File: config.mk
export PLATFORM = sky130hd
export DESIGN_NAME = pipelined_cselect_adder_flat
export DESIGN_NICKNAME = d
export VERILOG_FILES = /design/src/rtl/pipelined_cselect_adder_if.sv /design/src/rtl/pipelined_cselect_adder.sv /design/src/flat_wrapper.sv
export SDC_FILE = /design/constraint.sdc
export NUM_CORES = 1
export LEC_CHECK = 0
export ABC_CLOCK_PERIOD_IN_PS = 4350
export BUFFER_PORTS_ARGS = -buffer_cell sky130_fd_sc_hd__clkbuf_2
export CAP_MARGIN = 20
export CORE_ASPECT_RATIO = 1.75
export CORE_MARGIN = 2
export CORE_UTILIZATION = 40
export CTS_CLUSTER_SIZE = 10
export DETAILED_ROUTE_END_ITERATION = 8
export PLACE_DENSITY = 0.59
export SYNTH_ARGS = -nofsm -noshare
export SYNTH_HDL_FRONTEND = slang
export SYNTH_SLANG_ARGS = --single-unit
File: constraint.sdc
create_clock -name clk -period 4.35 [get_ports clk]
set_clock_uncertainty 0.15 [all_clocks]
set_input_delay 0.6525 -clock clk [delete_from_list [all_inputs] [get_ports clk]]
set_output_delay 0.6525 -clock clk [all_outputs]
set_load 0.05 [all_outputs]
File: src/rtl/pipelined_cselect_adder_if.sv
// ---------------------------------------------------------------------------
// pipelined_cselect_adder_if
//   Operand/result bus for pipelined_cselect_adder.
//   master : producer of operands and consumer of results (e.g. testbench)
//   slave  : the adder itself
//
//   in_valid  / in_ready  : operand handshake (a, b, cin, sub)
//   out_valid / out_ready : result handshake (sum, cout, ovf)
// ---------------------------------------------------------------------------
interface pipelined_cselect_adder_if #(
  parameter int M = 32
);
  logic         in_valid;
  logic         in_ready;
  logic [M-1:0] a;
  logic [M-1:0] b;
  logic         cin;
  logic         sub;
  logic         out_valid;
  logic         out_ready;
  logic [M-1:0] sum;
  logic         cout;
  logic         ovf;

  modport master (
    output in_valid, a, b, cin, sub, out_ready,
    input  in_ready, out_valid, sum, cout, ovf
  );

  modport slave (
    input  in_valid, a, b, cin, sub, out_ready,
    output in_ready, out_valid, sum, cout, ovf
  );
endinterface

File: src/rtl/pipelined_cselect_adder.sv
// ---------------------------------------------------------------------------
// pipelined_cselect_adder
//   M-bit adder/subtractor built from S = M/N carry-select blocks, one block
//   per pipeline stage. Stage k resolves sum bits [kN-1:(k-1)N] by choosing
//   between two precomputed block sums with the carry registered by the
//   previous stage. A single advance enable stalls the whole pipeline when
//   the result is valid but not taken.
//
//   Ports:
//     clk   : clock, rising edge
//     rst_n : asynchronous active-low reset
//     bus   : slave side of pipelined_cselect_adder_if
//             in : in_valid, a, b, cin, sub, out_ready
//             out: in_ready, out_valid, sum, cout, ovf
// ---------------------------------------------------------------------------
module pipelined_cselect_adder #(
  parameter int M = 32,
  parameter int N = 4
) (
  input  logic                        clk,
  input  logic                        rst_n,
  pipelined_cselect_adder_if.slave    bus
);

  localparam int S = M / N;

  if ((N < 1) || (N > M) || ((M % N) != 0)) begin : g_param_check
    $error("pipelined_cselect_adder: M must be a positive multiple of N");
  end

  // Global advance: every stage moves together unless the output is stalled.
  logic w_adv;
  assign w_adv        = !bus.out_valid || bus.out_ready;
  assign bus.in_ready = w_adv;

  // Pipeline registers, one entry per stage. Operands travel unchanged; the
  // sum word accumulates one resolved block per stage, upper bits still 0.
  logic [M-1:0] r_a   [S];
  logic [M-1:0] r_b   [S];
  logic [M-1:0] r_sum [S];
  logic         r_c   [S];
  logic         r_v   [S];
  logic         r_ovf;

  logic [M-1:0] w_a_nxt   [S];
  logic [M-1:0] w_b_nxt   [S];
  logic [M-1:0] w_sum_nxt [S];
  logic         w_c_nxt   [S];
  logic         w_v_nxt   [S];
  logic         w_ovf_nxt;

  for (genvar g = 0; g < S; g++) begin : g_stage
    logic [M-1:0] w_a_in;
    logic [M-1:0] w_b_in;
    logic [M-1:0] w_sum_in;
    logic         w_c_in;
    logic         w_v_in;
    logic [N:0]   w_cand0;
    logic [N:0]   w_cand1;
    logic [N:0]   w_sel;

    if (g == 0) begin : g_first
      // Subtract is A + ~B + 1; the mode is folded into the operand here so
      // later stages never need to know whether the set is add or subtract.
      assign w_a_in   = bus.a;
      assign w_b_in   = bus.sub ? ~bus.b : bus.b;
      assign w_sum_in = '0;
      assign w_c_in   = bus.sub | bus.cin;
      assign w_v_in   = bus.in_valid;
    end else begin : g_next
      assign w_a_in   = r_a[g-1];
      assign w_b_in   = r_b[g-1];
      assign w_sum_in = r_sum[g-1];
      assign w_c_in   = r_c[g-1];
      assign w_v_in   = r_v[g-1];
    end

    // Both candidates are formed independently of the incoming carry.
    assign w_cand0 = {1'b0, w_a_in[g*N +: N]} + {1'b0, w_b_in[g*N +: N]};
    assign w_cand1 = {1'b0, w_a_in[g*N +: N]} + {1'b0, w_b_in[g*N +: N]} + (N+1)'(1);
    assign w_sel   = w_c_in ? w_cand1 : w_cand0;

    assign w_a_nxt[g]   = w_a_in;
    assign w_b_nxt[g]   = w_b_in;
    assign w_sum_nxt[g] = w_sum_in | (M'(w_sel[N-1:0]) << (g*N));
    assign w_c_nxt[g]   = w_sel[N];
    assign w_v_nxt[g]   = w_v_in;
  end

  // Carry into the MSB is recovered as a ^ b' ^ sum at that bit.
  assign w_ovf_nxt = w_a_nxt[S-1][M-1] ^ w_b_nxt[S-1][M-1]
                   ^ w_sum_nxt[S-1][M-1] ^ w_c_nxt[S-1];

  // NOTE: state uses non-blocking assignments so every stage samples the
  // pre-edge value of its predecessor; data registers are reset too, not
  // just valid bits, so no stale operand is ever observable after reset.
  always_ff @(posedge clk or negedge rst_n) begin
    if (!rst_n) begin
      for (int i = 0; i < S; i++) begin
        r_a[i]   <= '0;
        r_b[i]   <= '0;
        r_sum[i] <= '0;
        r_c[i]   <= 1'b0;
        r_v[i]   <= 1'b0;
      end
      r_ovf <= 1'b0;
    end else if (w_adv) begin
      for (int i = 0; i < S; i++) begin
        r_a[i]   <= w_a_nxt[i];
        r_b[i]   <= w_b_nxt[i];
        r_sum[i] <= w_sum_nxt[i];
        r_c[i]   <= w_c_nxt[i];
        r_v[i]   <= w_v_nxt[i];
      end
      r_ovf <= w_ovf_nxt;
    end
  end

  assign bus.out_valid = r_v[S-1];
  assign bus.sum       = r_sum[S-1];
  assign bus.cout      = r_c[S-1];
  assign bus.ovf       = r_ovf;

endmodule
File: src/flat_wrapper.sv
// flat-port wrapper written by rule: the top's interface ports become plain ports
module pipelined_cselect_adder_flat 
#(
  parameter int M = 32,
  parameter int N = 4
)
  (clk, rst_n, bus_in_valid, bus_a, bus_b, bus_cin, bus_sub, bus_out_ready, bus_in_ready, bus_out_valid, bus_sum, bus_cout, bus_ovf);
  pipelined_cselect_adder_if #(.M(M)) bus_i ();
  input  logic clk;
  input  logic rst_n;
  input wire logic [$bits(bus_i.in_valid)-1:0] bus_in_valid;
  input wire logic [$bits(bus_i.a)-1:0] bus_a;
  input wire logic [$bits(bus_i.b)-1:0] bus_b;
  input wire logic [$bits(bus_i.cin)-1:0] bus_cin;
  input wire logic [$bits(bus_i.sub)-1:0] bus_sub;
  input wire logic [$bits(bus_i.out_ready)-1:0] bus_out_ready;
  output wire logic [$bits(bus_i.in_ready)-1:0] bus_in_ready;
  output wire logic [$bits(bus_i.out_valid)-1:0] bus_out_valid;
  output wire logic [$bits(bus_i.sum)-1:0] bus_sum;
  output wire logic [$bits(bus_i.cout)-1:0] bus_cout;
  output wire logic [$bits(bus_i.ovf)-1:0] bus_ovf;
  assign bus_i.in_valid = bus_in_valid;
  assign bus_i.a = bus_a;
  assign bus_i.b = bus_b;
  assign bus_i.cin = bus_cin;
  assign bus_i.sub = bus_sub;
  assign bus_i.out_ready = bus_out_ready;
  assign bus_in_ready = bus_i.in_ready;
  assign bus_out_valid = bus_i.out_valid;
  assign bus_sum = bus_i.sum;
  assign bus_cout = bus_i.cout;
  assign bus_ovf = bus_i.ovf;
  pipelined_cselect_adder #(.M(M), .N(N)) u_core (.clk(clk), .rst_n(rst_n), .bus(bus_i));
endmodule
Word-level counts from Yosys, hierarchy flattened
Index checks and enable logic that the tools add are counted.

RAM bits: 0. Bits in latches: 0. Word-level logic and storage cells: 78. Memories kept: 0. Memory bits (read-only): 0. Bits of input ports: 70. Flip-flop bits (word level): 693. Output and inout bits: 36.

Reductions and logical operators: 2. Equal/unequal tests: 0. Div/mod/pow operators: 0. $lt $le $gt $ge: 0. Add/subtract/negate cells: 16. Bitwise gates (word level): 12. Shifts and indexed selects: 0. Muxes and demuxes: 9. Multipliers: 0.

Operators by type and width (number): adder 4 x 4 -> 5 bit (8); adder 5 x 1 -> 5 bit, second input constant (8); two-way mux 5 bit (8); two-way mux 32 bit (1); inverter 32 bit (1); bitwise OR 32 x 12 -> 32 bit (1); bitwise OR 32 x 16 -> 32 bit (1); bitwise OR 32 x 20 -> 32 bit (1); bitwise OR 32 x 24 -> 32 bit (1); bitwise OR 32 x 28 -> 32 bit (1); bitwise OR 32 bit (1); bitwise OR 4 x 8 -> 8 bit (1); bitwise XOR 1 bit (3); logical NOT 1 bit (1); logical OR 1 bit (1); bitwise OR 1 bit (1).

Logic depth before layout (Yosys ltp)
Gate-level depths: netlist (run 1).

Depth after elaboration: 6. Depth in mapped cells: 10. Gate-level depth less buffers: 10.

Least setup slack after synthesis (run 1)
No wires, ideal clock.

Path kind: input to register. From: input bus_sub. To: register u_core.r_c, in the netlist u_core.g_stage[1].w_c_in. Arrival time: 2.479 ns. Required time: 4.072 ns. Buffers on the path: 2. Setup time: 0.128 ns. Cell stages on the path: 9. Slack: 1.593 ns. Path through: buf_2 -> buf_2 -> xor2_1 -> ha_1 -> fa_1 -> ha_1 -> nand3_1 -> nor4b_1 -> nor3_1.

Word-level cells in the longest chain between the ends: 4. Elaborated cells on any way between the ends: 5.

RTL lines: start, declared (RTL line flat_wrapper.sv:15) `input wire logic [$bits(bus_i.sub)-1:0] bus_sub;`; two-way mux 32 bit (RTL line pipelined_cselect_adder.sv:66) `assign w_b_in = bus.sub ? ~bus.b : bus.b;`; adder 4 x 4 -> 5 bit (RTL line pipelined_cselect_adder.sv:79, pipelined_cselect_adder.sv:80); adder 5 x 1 -> 5 bit (RTL line pipelined_cselect_adder.sv:80) `assign w_cand1 = {1'b0, w_a_in[g*N +: N]} + {1'b0, w_b_in[g*N +: N]} + (N+1)'(1);`; two-way mux 5 bit (*) (RTL line pipelined_cselect_adder.sv:81) `assign w_sel = w_c_in ? w_cand1 : w_cand0;`; end signal, assigned by index (RTL line pipelined_cselect_adder.sv:112) `r_c[i] <= w_c_nxt[i];`; end, declared (RTL line pipelined_cselect_adder.sv:41) `logic r_c [S];`.

Mark *: on every way between the ends. The rest lies on a longest branch, timed or not. A chain may end at the register's enable or synchronous reset.

Final worst setup path (run 1)
From: register u_core.r_v, in the netlist u_core.bus.out_valid. To: output bus_in_ready.

Word-level cells in the longest chain between the ends: 2.

RTL lines: start, declared (RTL line pipelined_cselect_adder.sv:42) `logic r_v [S];`; start signal, assigned by index (RTL line pipelined_cselect_adder.sv:113) `r_v[i] <= w_v_nxt[i];`; logical NOT 1 bit (RTL line pipelined_cselect_adder.sv:33) `assign w_adv = !bus.out_valid || bus.out_ready;`; logical OR 1 bit (RTL line pipelined_cselect_adder.sv:33); end, declared (RTL line flat_wrapper.sv:17) `output wire logic [$bits(bus_i.in_ready)-1:0] bus_in_ready;`.

Every way passes these cells.

==> results of run 1 <==
## what timing repair did
action                    CTS  global route
setup buffers               0             0
hold endpoints to repair   18             0
hold buffers                1             0
## layer usage
| layer | vias up | share of wire | routed length (um) | track usage |
|---|---|---|---|---|
| li1 | 5718 | - | - | - |
| met3 | 45 | 0.033 | 967 | 0.02279 |
| met5 | - | 0 | 0 | 0 |
| met1 | 5183 | 0.45 | 13190 | 0.1743 |
| met2 | 146 | 0.50 | 14480 | 0.2639 |
| met4 | 0 | 0.021 | 600 | 0.04732 |
## state kept, by name, indices dropped and copies added, names as in the netlist
signal,flops
u_core.g_stage.w_v_in,7
u_core.g_stage.w_c_in,7
u_core.bus.ovf,1
u_core.bus.cout,1
u_core.bus.sum,32
u_core.g_stage.w_b_in,112
u_core.g_stage.w_sum_in,112
u_core.g_stage.w_a_in,112
u_core.bus.out_valid,1
## per-stage QoR
stage	utilization	total power [W]	hold WS (ps)	area, um2
after detailed placement	0.4268	0.01113	303.8	17090
after global routing	0.4561	0.01536	152.8	18270
after CTS	0.4561	0.01437	130.6	18270
after global placement	0.4268	0.01092	291.4	17090
final	0.4561	0.01410	161.7	18270
after floorplan	-	0.009944	206.9	16200
## worst reg2reg max path, delay by kind of cell (launching register included)
| kind | cells | cell delay [ps] |
|---|---|---|
| flops | 1 | 390 |
| fa+ha+maj | 3 | 800 |
| mux | 1 | 260 |
| simple gates | 1 | 100 |
| compound gates | 3 | 580 |
| buf+inv | 2 | 160 |
## final timing paths
path                                            endpoint  slack (ps)  depth (start not counted)
setup / recovery                            bus_in_ready        1330                          3
hold / removal              u_core.g_stage[1].w_a_in[25]         160                          3
setup reg to reg                         u_core.bus.cout        1790                         10
hold reg to reg            u_core.g_stage[4].w_sum_in[3]         310                          2
max in group asynchronous  u_core.g_stage[3].w_sum_in[2]        2420                          3
min in group asynchronous   u_core.g_stage[1].w_b_in[12]         530                          2
## logic make-up after synthesis
group / count (synthesis)
compound gates: 116
xor+xnor: 65
fa+ha+maj: 48
buf+inv: 104
flops: 385
mux: 8
simple gates: 1063
## power groups by stage
| stage | Combinational, W | Sequential, W | Clock [W] |
|---|---|---|---|
| 2_1_floorplan | 0.00349 | 0.00645 | 0 |
| 3_3_place_gp | 0.00477 | 0.00615 | 0 |
| 3_5_place_dp | 0.00493 | 0.00620 | 0 |
| 4_1_cts | 0.00495 | 0.00615 | 0.00327 |
| 5_1_grt | 0.00561 | 0.00635 | 0.00340 |
| 6_report | 0.00484 | 0.00613 | 0.00314 |
## area by class of cell
type | count | area share
clock inverter | 3 | 0.001233
timing repair buffer | 122 | 0.03918
sequential | 385 | 0.5274
inverter | 8 | 0.002055
multi-input combinational | 1300 | 0.3338
tap | 495 | 0.03391
clock buffer | 46 | 0.06240
## cell usage in the layout, fill, tap and decap left out, types with 2 or more instances in the layout
cell / count
sky130_fd_sc_hd__nand2_1: 1004
sky130_fd_sc_hd__dfrtp_1: 385
sky130_fd_sc_hd__clkbuf_2: 104
sky130_fd_sc_hd__o21ai_0: 47
sky130_fd_sc_hd__xnor2_1: 46
sky130_fd_sc_hd__clkbuf_16: 45
sky130_fd_sc_hd__ha_1: 40
sky130_fd_sc_hd__a21oi_1: 33
sky130_fd_sc_hd__nor2_1: 25
sky130_fd_sc_hd__a21o_1: 22
sky130_fd_sc_hd__xor2_1: 18
sky130_fd_sc_hd__buf_4: 12
sky130_fd_sc_hd__nor3_1: 8
sky130_fd_sc_hd__fa_1: 8
sky130_fd_sc_hd__mux2i_1: 7
sky130_fd_sc_hd__nand3_1: 7
sky130_fd_sc_hd__inv_1: 7
sky130_fd_sc_hd__a41oi_1: 7
sky130_fd_sc_hd__nor4b_1: 7
sky130_fd_sc_hd__nand4_1: 7
sky130_fd_sc_hd__buf_12: 4
sky130_fd_sc_hd__inv_6: 2
==> impl.org, run 1 <==
** Routing
- WL/cell :: 12.39 um
- Length of the first detailed-routing pass in iterations :: 6
- Final ANT Viol Nets :: 0
- Wire length reported by the detailed router :: approximately 30,000 um
- Starting DRT DRC Count :: around 600
- DR DRC count :: 0
- Across all layers, the routed design uses approximately 11,000 vias.
- Vias per cell :: between 4 and 5

** Timing
- F_max :: 331.6 MHz
- Setup-failing EPs final :: 0
- Setup slack on the critical path of the routed design comes to 1334 ps.
- In this run the tightest slew margin relative to its limit is 0.3842.
- The clock period could shrink to 3016 ps.
- Post-route fraction of the period consumed by the critical path :: 0.6933
- Unrepaired setup endpoints after global routing :: false
- At the pin with the least slew margin, the transition time is 923.7 ps.
- Number of endpoints with negative hold slack in the final report :: 0
- Summed over all failing endpoints, the final setup total negative slack is 0 ps.
- Max-slew violation count :: 0

** GRT
- The number of antenna violations at the first check in global routing came to 0.
- Wire length of the first global-routing pass :: 51,720 um
- Maximum number of pins on one net before global-route repair :: 215
- Leftover overflow at the end of global routing :: 0
- The via count of the first global-routing pass came to approximately 11,000.
- Across every metal layer, demand over resource in global routing totals 0.1453.

** Critical path
- Worst setup path start :: u_core.bus.out_valid
- Critical Path Source Type :: flop
- Maximum fanout count along the critical path :: ~140
- Sequence of cells on the critical path :: and2b_4 -> inv_8 -> clkbuf_2
- In this run the critical register-to-register path is launched from u_core.g_stage[7].w_b_in[28].
- For this run, the slowest stage of the critical path takes 590 ps.
- Crit path capture type :: output pin
- At the worst endpoint, the arrival time is 2210 ps.
- Slowest stage cell, crit path :: sky130_fd_sc_hd__inv_8
- CP delay by family, top :: buffers and inverters
- The critical path is of the flop to output pin type.
- Worst path required time :: ~3600 ps
- Worst Path Buf+Inv :: 2

** Finish
- Antenna cells :: 0
- Summing all multi-input logic gate instances after layout gives 0.006097 mm2.
- After the last flow step, the layout net total stands at 1,979.
- For this run, the number of standard cells in the final layout without fillers is 2,359.
- Fillers :: 3,983
- The sequential cells in the finished layout cover a total of 0.009634 mm2.
- The area growth from synthesis to layout is 12.79%.
- Of the cells placed in the final design, the portion with a size suffix greater than 1 is 0.09657.

** Clocking
- Counting the buffers created by CTS gives between 40 and 50.
- The clock drives 385 sinks.
- Number of buffers on the longest clock path :: 3
- Level count of the clock H-tree :: 2
- Clock tree synthesis selected as its root buffer the cell sky130_fd_sc_hd__clkbuf_16.
- Count of cells resized by post-cts repair :: 0
- Clock transition at path regs :: 50 ps
- Clock latency on the worst-skew pair :: 540 ps
- TritonCTS built the clock tree.

** Synth
- Post-synth top area cell :: sky130_fd_sc_hd__dfrtp_1
- Dominant cell by count in the synthesized netlist :: sky130_fd_sc_hd__nand2_1
- Count of cell types in the netlist :: 35
- The share of synthesized area in the top cell type comes to 0.5949.
- Multiplexer share of the synthesized area :: 0.005022
- Post-synth EDFFs :: 0
- Async SR Flop Fraction :: 1.000
- By area, the combinational part of the netlist is dominated by simple AND/OR/NAND/NOR gates.
- By count the netlist is led by 1,004 x sky130_fd_sc_hd__nand2_1, 385 x sky130_fd_sc_hd__dfrtp_1, 55 x sky130_fd_sc_hd__buf_2, 47 x sky130_fd_sc_hd__o21ai_0, 46 x sky130_fd_sc_hd__xnor2_1.
- Of the total synthesized cell area, the portion taken by XOR and XNOR cells is 0.03561.
- The cell area that synthesis handed to floorplanning was around 0.016 mm2.
- Counting every instance in the synthesized netlist gives 1,789.
- After synthesis the netlist holds a flip-flop and latch count of ~390.
- Of the total synthesized cell area, the portion taken by full adders, half adders and majority gates is 0.04079.
- The share of the Yosys chip area taken by registers is 0.5949.
- Syn. warnings :: 0
- Synth Flop Type :: sky130_fd_sc_hd__dfrtp_1
- Share of the synthesized area in compound gates (AO/OA/AOI/OAI) :: 0.04303
- Of the total synthesized cell area, the portion taken by AND, OR, NAND and NOR gates is 0.2519.
- Nets in the synthesized netlist :: 1,907
- Ranked by total cell area, the synthesized netlist is headed by sky130_fd_sc_hd__dfrtp_1 59%, sky130_fd_sc_hd__nand2_1 23%, sky130_fd_sc_hd__ha_1 3.1%.
- Dividing the synthesized area by the synthesized cell count gives 9.053 um2.

** Run
- Across the run, the number of max-cap violations was 0.

** Place
- Timing analysis after detailed placement gives a worst setup slack of 1278 ps.
- After legalization and detailed placement, the total HPWL measured 18,130 um.
- Placed cells :: 2,309
- Port buffering added 105 buffers.
- Routability-driven placement finished with a final weighted congestion of roughly 0.76.

** Floorplanning
- # IOs :: between 100 and 150
- Die W :: 156.1 um
- For this configuration, the core starts out at a cell density of 0.4044.
- Die height :: 270.2 um
- Row count :: 97
- The die covers 0.04218 mm2.
- The core region is 0.04005 mm2.

** Worst hold path
- Launch instance of the worst min-delay path :: bus_a[25]
- Class of the worst hold path :: input pin to flop

** Pwr
- Combinational share of power :: 0.343
- Switching share of total power :: 0.3731
- For this design the static power due to leakage is 9.656 nW.
- Power spread over the standard cell area amounts to just under 800 mW/mm2.
- The share of total power dissipated in sequential elements is 0.435.
- Net switching power :: 0.005262 W
- Worst supply voltage drop on vdd :: around 0.32 mV
- The share of total power dissipated in the clock network is 0.222.
- Internal power :: 0.008841 W

** Outcome
- The run finished with clean final reports.
Note: power is estimated with default switching activity, not from simulation.
==> run 2, diff against run 1 <==
Settings changed: ABC_AREA set to 1, ABC_CLOCK_PERIOD_IN_PS 4350 to 2900.
Clock period 4.35 ns to 2.9 ns, I/O delays scaled along.
==> run 2 against run 1 <==
Global-route usage up 0.48 points. Clock power up 48%. Sequential share of layout area down 1.5 points. Synthesized cell count up 2.6%. Cell count up 5.8%. Sequential power up 48%. Critical path type unchanged. Largest cell class unchanged. Highest routed layer unchanged.
==> impl.org, run 2 <==
** Outcome
- Run status :: finished, final reports clean (unchanged)

** Clocking
- The CTS tree is yes (unchanged).
- # Post-CTS Setup Buffers :: 0 (unchanged)
- The buffer depth of the longest clock path was 3 (unchanged).
- The source-to-sink clock delay at the later pin of the worst-skew pair is 540 ps (about the same).
- Count of cells resized by post-cts repair :: 0 (unchanged)
- The total CTS buffers was 44 (unchanged).
- The H-tree depth came to 2 (unchanged).
- The sink count of the clock tree was 385 (unchanged).
- The clock root buffer master is sky130_fd_sc_hd__clkbuf_16 (unchanged).
- Clock transition at path regs :: 50 ps (about the same)

** Timing
- Shortest period the worst path allows :: 2494 ps
- Post-route fraction of the period consumed by the critical path :: 0.8600
- Worst slew margin relative to its limit :: 0.5236 (was 0.3842)
- Static timing analysis puts the maximum clock frequency at 401.0 MHz.
- Max-slew violation count :: 0 (unchanged)
- Total negative slack for setup checks :: 0 ps (unchanged)
- The number of endpoints with negative hold slack in the final report was 0 (unchanged).
- Setup-failing EPs final :: 0 (unchanged)
- Unrepaired setup endpoints after global routing :: false (unchanged)
- The actual transition at the worst max-transition pin was 714.6 ps (was 923.7 ps).

** Synth
- The number of enable flip-flop cells after synthesis is 0 (unchanged).
- The post-synthesis instance total was 1,836 (was 1,789).
- The count of synthesis-stage warnings from yosys is 0 (unchanged).
- Synth top area share :: 0.5874 (was 0.5949)
- The main flop type after synthesis is sky130_fd_sc_hd__dfrtp_1 (unchanged).
- The synthesized area per cell is 8.934 um2 (was 9.053 um2).
- Most area-consuming cells after synthesis: sky130_fd_sc_hd__dfrtp_1 59%, sky130_fd_sc_hd__nand2_1 17%, sky130_fd_sc_hd__o21ai_0 6.0% (was sky130_fd_sc_hd__dfrtp_1 59%, sky130_fd_sc_hd__nand2_1 23%, sky130_fd_sc_hd__ha_1 3.1%).
- The most area-hungry cell type in the Yosys netlist is sky130_fd_sc_hd__dfrtp_1 (unchanged).
- The post-synthesis cell area was 0.01640 mm2 (was 0.01620 mm2).
- The number of register bits inferred by synthesis is 385 (unchanged).
- Dominant cell by count in the synthesized netlist :: sky130_fd_sc_hd__nand2_1 (unchanged)
- The sequential element share of the synthesized area is 0.5874 (was 0.5949).
- Leading post-synthesis cells by instance count :: 752 x sky130_fd_sc_hd__nand2_1, 385 x sky130_fd_sc_hd__dfrtp_1, 196 x sky130_fd_sc_hd__o21ai_0, 156 x sky130_fd_sc_hd__inv_1, 55 x sky130_fd_sc_hd__buf_2 (was 1,004 x sky130_fd_sc_hd__nand2_1, 385 x sky130_fd_sc_hd__dfrtp_1, 55 x sky130_fd_sc_hd__buf_2, 47 x sky130_fd_sc_hd__o21ai_0, 46 x sky130_fd_sc_hd__xnor2_1)
- Count of cell types in the netlist :: 26 (was 35)
- Nets in the synthesized netlist :: 1,954 (was 1,907)
- Async SR Flop Fraction :: 1.000 (unchanged)

** Floorplanning
- The count of standard-cell rows is 98 (was 97).
- The height of the chip was 271.9 um (was 270.2 um).
- The horizontal extent of the die was 157.1 um (was 156.1 um).
- Core Region :: 0.04071 mm2 (was 0.04005 mm2)
- The top-level I/O count came to 106 (unchanged).
- The initial core utilization was 0.4029 (was 0.4044).
- The area enclosed by the die boundary is 0.04271 mm2 (was 0.04218 mm2).

** Run
- Max-capacitance violation count :: 0 (unchanged)

** Critical path
- The longest individual stage delay on the worst path came to 390 ps (was 590 ps).
- Origin of the critical flop-to-flop path :: u_core.g_stage[7].w_b_in[28] (unchanged)
- The kind of end point of the critical path is an output pin (unchanged).
- The slowest cell on the critical path was sky130_fd_sc_hd__dfrtp_1 (was sky130_fd_sc_hd__inv_8).
- Worst r2r path cells :: 12 (was 10)
- Sequence of cells on the critical path :: inv_1 -> nor2_4 -> inv_8 -> clkbuf_2 (was and2b_4 -> inv_8 -> clkbuf_2)
- Arrival time of data at the critical path endpoint :: 1910 ps (was 2210 ps)
- The largest delay contributor family on the critical path is buffers and inverters (unchanged).
- Cell depth of the worst setup path :: 4 (was 3)
- Worst Path Buf+Inv :: 3 (was 2)
- Maximum fanout count along the critical path :: 98 (was 135)
- Critical path class :: flop to output pin (unchanged)
- The startpoint type of the worst setup path is a flop (unchanged).
- Endpoint of the worst register-to-register path :: u_core.bus.ovf (was u_core.bus.cout)
- The slack of the worst reg-to-reg path came to 580 ps (was 1790 ps).
- The required time of the critical path was 2320 ps (was 3550 ps).

** Place
- DP HPWL :: 19,020 um (was 18,130 um)
- The instance area at placement is 0.01737 mm2 (was 0.01709 mm2).
- The total of buffers placed on input and output ports came to 105 (unchanged).
- Final GP Congestion :: 0.8156 (was 0.7582)

** GRT
- Global routing usage on met2 :: 0.2665 (was 0.2639)
- The most heavily used metal layer in global routing was met2 (unchanged).
- Maximum number of pins on one net before global-route repair :: 181 (was 215)
- The number of antenna violations at the first check in global routing was 0 (unchanged).
- The met1 demand-to-capacity share in global routing came to 0.1884 (was 0.1743).
- The met3 usage in global routing was 0.01973 (was 0.02279).
- The global-route wire length before repair is 54,260 um (was 51,720 um).
- Number of global-route vias before repair :: 11,990 (was 11,280)
- Leftover overflow at the end of global routing :: 0 (unchanged)
- The overall global routing resource usage is 0.1500 (was 0.1453).

** Routing
- The DRC violation total after the first TritonRoute iteration came to 656 (was 596).
- The total wirelength of the detailed-routed design is 30,640 um (was 29,240 um).
- The number of iterations in the first detailed-routing pass is 5 (was 6).
- Final ANT Viol Nets :: 0 (unchanged)
- Vias per cell :: 4.634 (was 4.702)
- DR DRC count :: 0 (unchanged)
- The average wire per cell in the routed design is 12.27 um (was 12.39 um).
- Vias after detailed routing :: 11,570 (was 11,090)

** Worst hold path
- The worst min-delay path class is input pin to flop (unchanged).
- Hold endpoint :: u_core.g_stage[1].w_b_in[22] (was u_core.g_stage[1].w_a_in[25])
- Launch instance of the worst min-delay path :: bus_b[22] (was bus_a[25])
- Hold Path Depth :: 3 (unchanged)

** Pwr
- The cell area power density came to 1110 mW/mm2 (was 772.1 mW/mm2).
- The largest voltage drop on the vdd net is 0.8085 mV (was 0.3168 mV).
- P_leak :: 9.555 nW (was 9.656 nW)

** Finish
- Antenna cells :: 0 (unchanged)
- The synthesis-to-layout area growth came to 14.67% (was 12.79%).
- Fraction of final layout cells with drive strength greater than 1 :: 0.09296 (was 0.09657)
- Commonest non-fill, non-tap cell in the layout :: sky130_fd_sc_hd__nand2_1 (unchanged)
- The area of all placed cells without fillers came to 0.01881 mm2 (was 0.01827 mm2).
- Top library cells by usage in the layout, fill and taps aside: 752 x sky130_fd_sc_hd__nand2_1, 385 x sky130_fd_sc_hd__dfrtp_1, 196 x sky130_fd_sc_hd__o21ai_0 (was 1,004 x sky130_fd_sc_hd__nand2_1, 385 x sky130_fd_sc_hd__dfrtp_1, 104 x sky130_fd_sc_hd__clkbuf_2).
- The post-layout net count is 2,063 (was 1,979).
run 2: cell types whose count changed after synthesis, sizes merged, moves of 12 or more:
| cell | before | now |
|---|---|---|
| clkbuf | 39 | 20 |
| a21o | 22 | 0 |
| o31ai | 0 | 13 |
| o21ai | 48 | 218 |
| buf | 57 | 69 |
| xnor2 | 46 | 28 |
| xor2 | 19 | 4 |
| nand3 | 7 | 43 |
| inv | 8 | 158 |
| nand2 | 1004 | 752 |
run 2: logic make-up (layout without fill, tap and decap cells):
kind of cell	count (synthesis)	count (layout)	synth area share
adders and majority gates	48	48	0.04028
and+or+nand+nor	844	844	0.1993
AOI/OAI and AO/OA	280	280	0.08887
buffers and inverters	247	358	0.06713
xor gates and xnor gates	32	32	0.01709
DFF	385	385	0.5874
run 2: area by class of cell:
cell class              count  area (um2)
multi-input cells        1204        5667
well taps                 550       688.2
inverters                 158       600.6
repair buffers            152        1074
clock inverters             3       30.03
flip-flops and latches    385        9634
clock buffers              45        1115
fillers                  4029       21900
run 2: worst max-delay path by stage:
stage                          endpoint                  from
2_1_floorplan  u_core.g_stage[1].w_c_in               bus_sub
3_3_place_gp   u_core.g_stage[1].w_c_in               bus_sub
3_5_place_dp   u_core.g_stage[1].w_c_in               bus_sub
4_1_cts                    bus_in_ready  u_core.bus.out_valid
5_1_grt                    bus_in_ready  u_core.bus.out_valid
6_report                   bus_in_ready  u_core.bus.out_valid
run 2: layer usage:
metal  vias to the layer above  share of wire
li1                       5952              -
met5                         -              0
met2                       145           0.49
met4                         0          0.022
met3                        46          0.027
met1                      5429           0.46
run 2: power by group:
part	switching [W]	internal [W]
combinational	0.00475	0.00244
clock	0.00195	0.00270
sequential	0.00121	0.00783
run 2: per-stage QoR:
stage	std cells	total power (W)	hold WS, ps	worst slack (ps)	utilization
final	2497	0.02088	29.50	406.0	0.4620
after detailed placement	2420	0.01638	300.8	345.3	0.4268
after global placement	2420	0.01611	300.0	449.9	0.4268
after global routing	2497	0.02283	33.36	295.8	0.4620
after CTS	2497	0.02123	8.392	357.3	0.4620
after floorplan	1836	0.01462	-10.59	355.4	-
run 2: worst reg2reg max path, cell delays in order (launching register included):
cell,delay (ps)
sky130_fd_sc_hd__dfrtp_1,380
sky130_fd_sc_hd__ha_1,230
sky130_fd_sc_hd__inv_1,70
sky130_fd_sc_hd__fa_1,400
sky130_fd_sc_hd__inv_1,110
sky130_fd_sc_hd__ha_1,170
sky130_fd_sc_hd__nand2_1,50
sky130_fd_sc_hd__nor2_1,180
sky130_fd_sc_hd__nand3_1,110
sky130_fd_sc_hd__nand2_1,70
sky130_fd_sc_hd__nand2_1,70
sky130_fd_sc_hd__a21oi_1,140
sky130_fd_sc_hd__nand2_1,70
run 2: what timing repair did:
action | in CTS | in global routing
hold buffers | 29 | 0
endpoints found under the hold margin | 97 | 0
setup endpoints to repair | 0 | 0
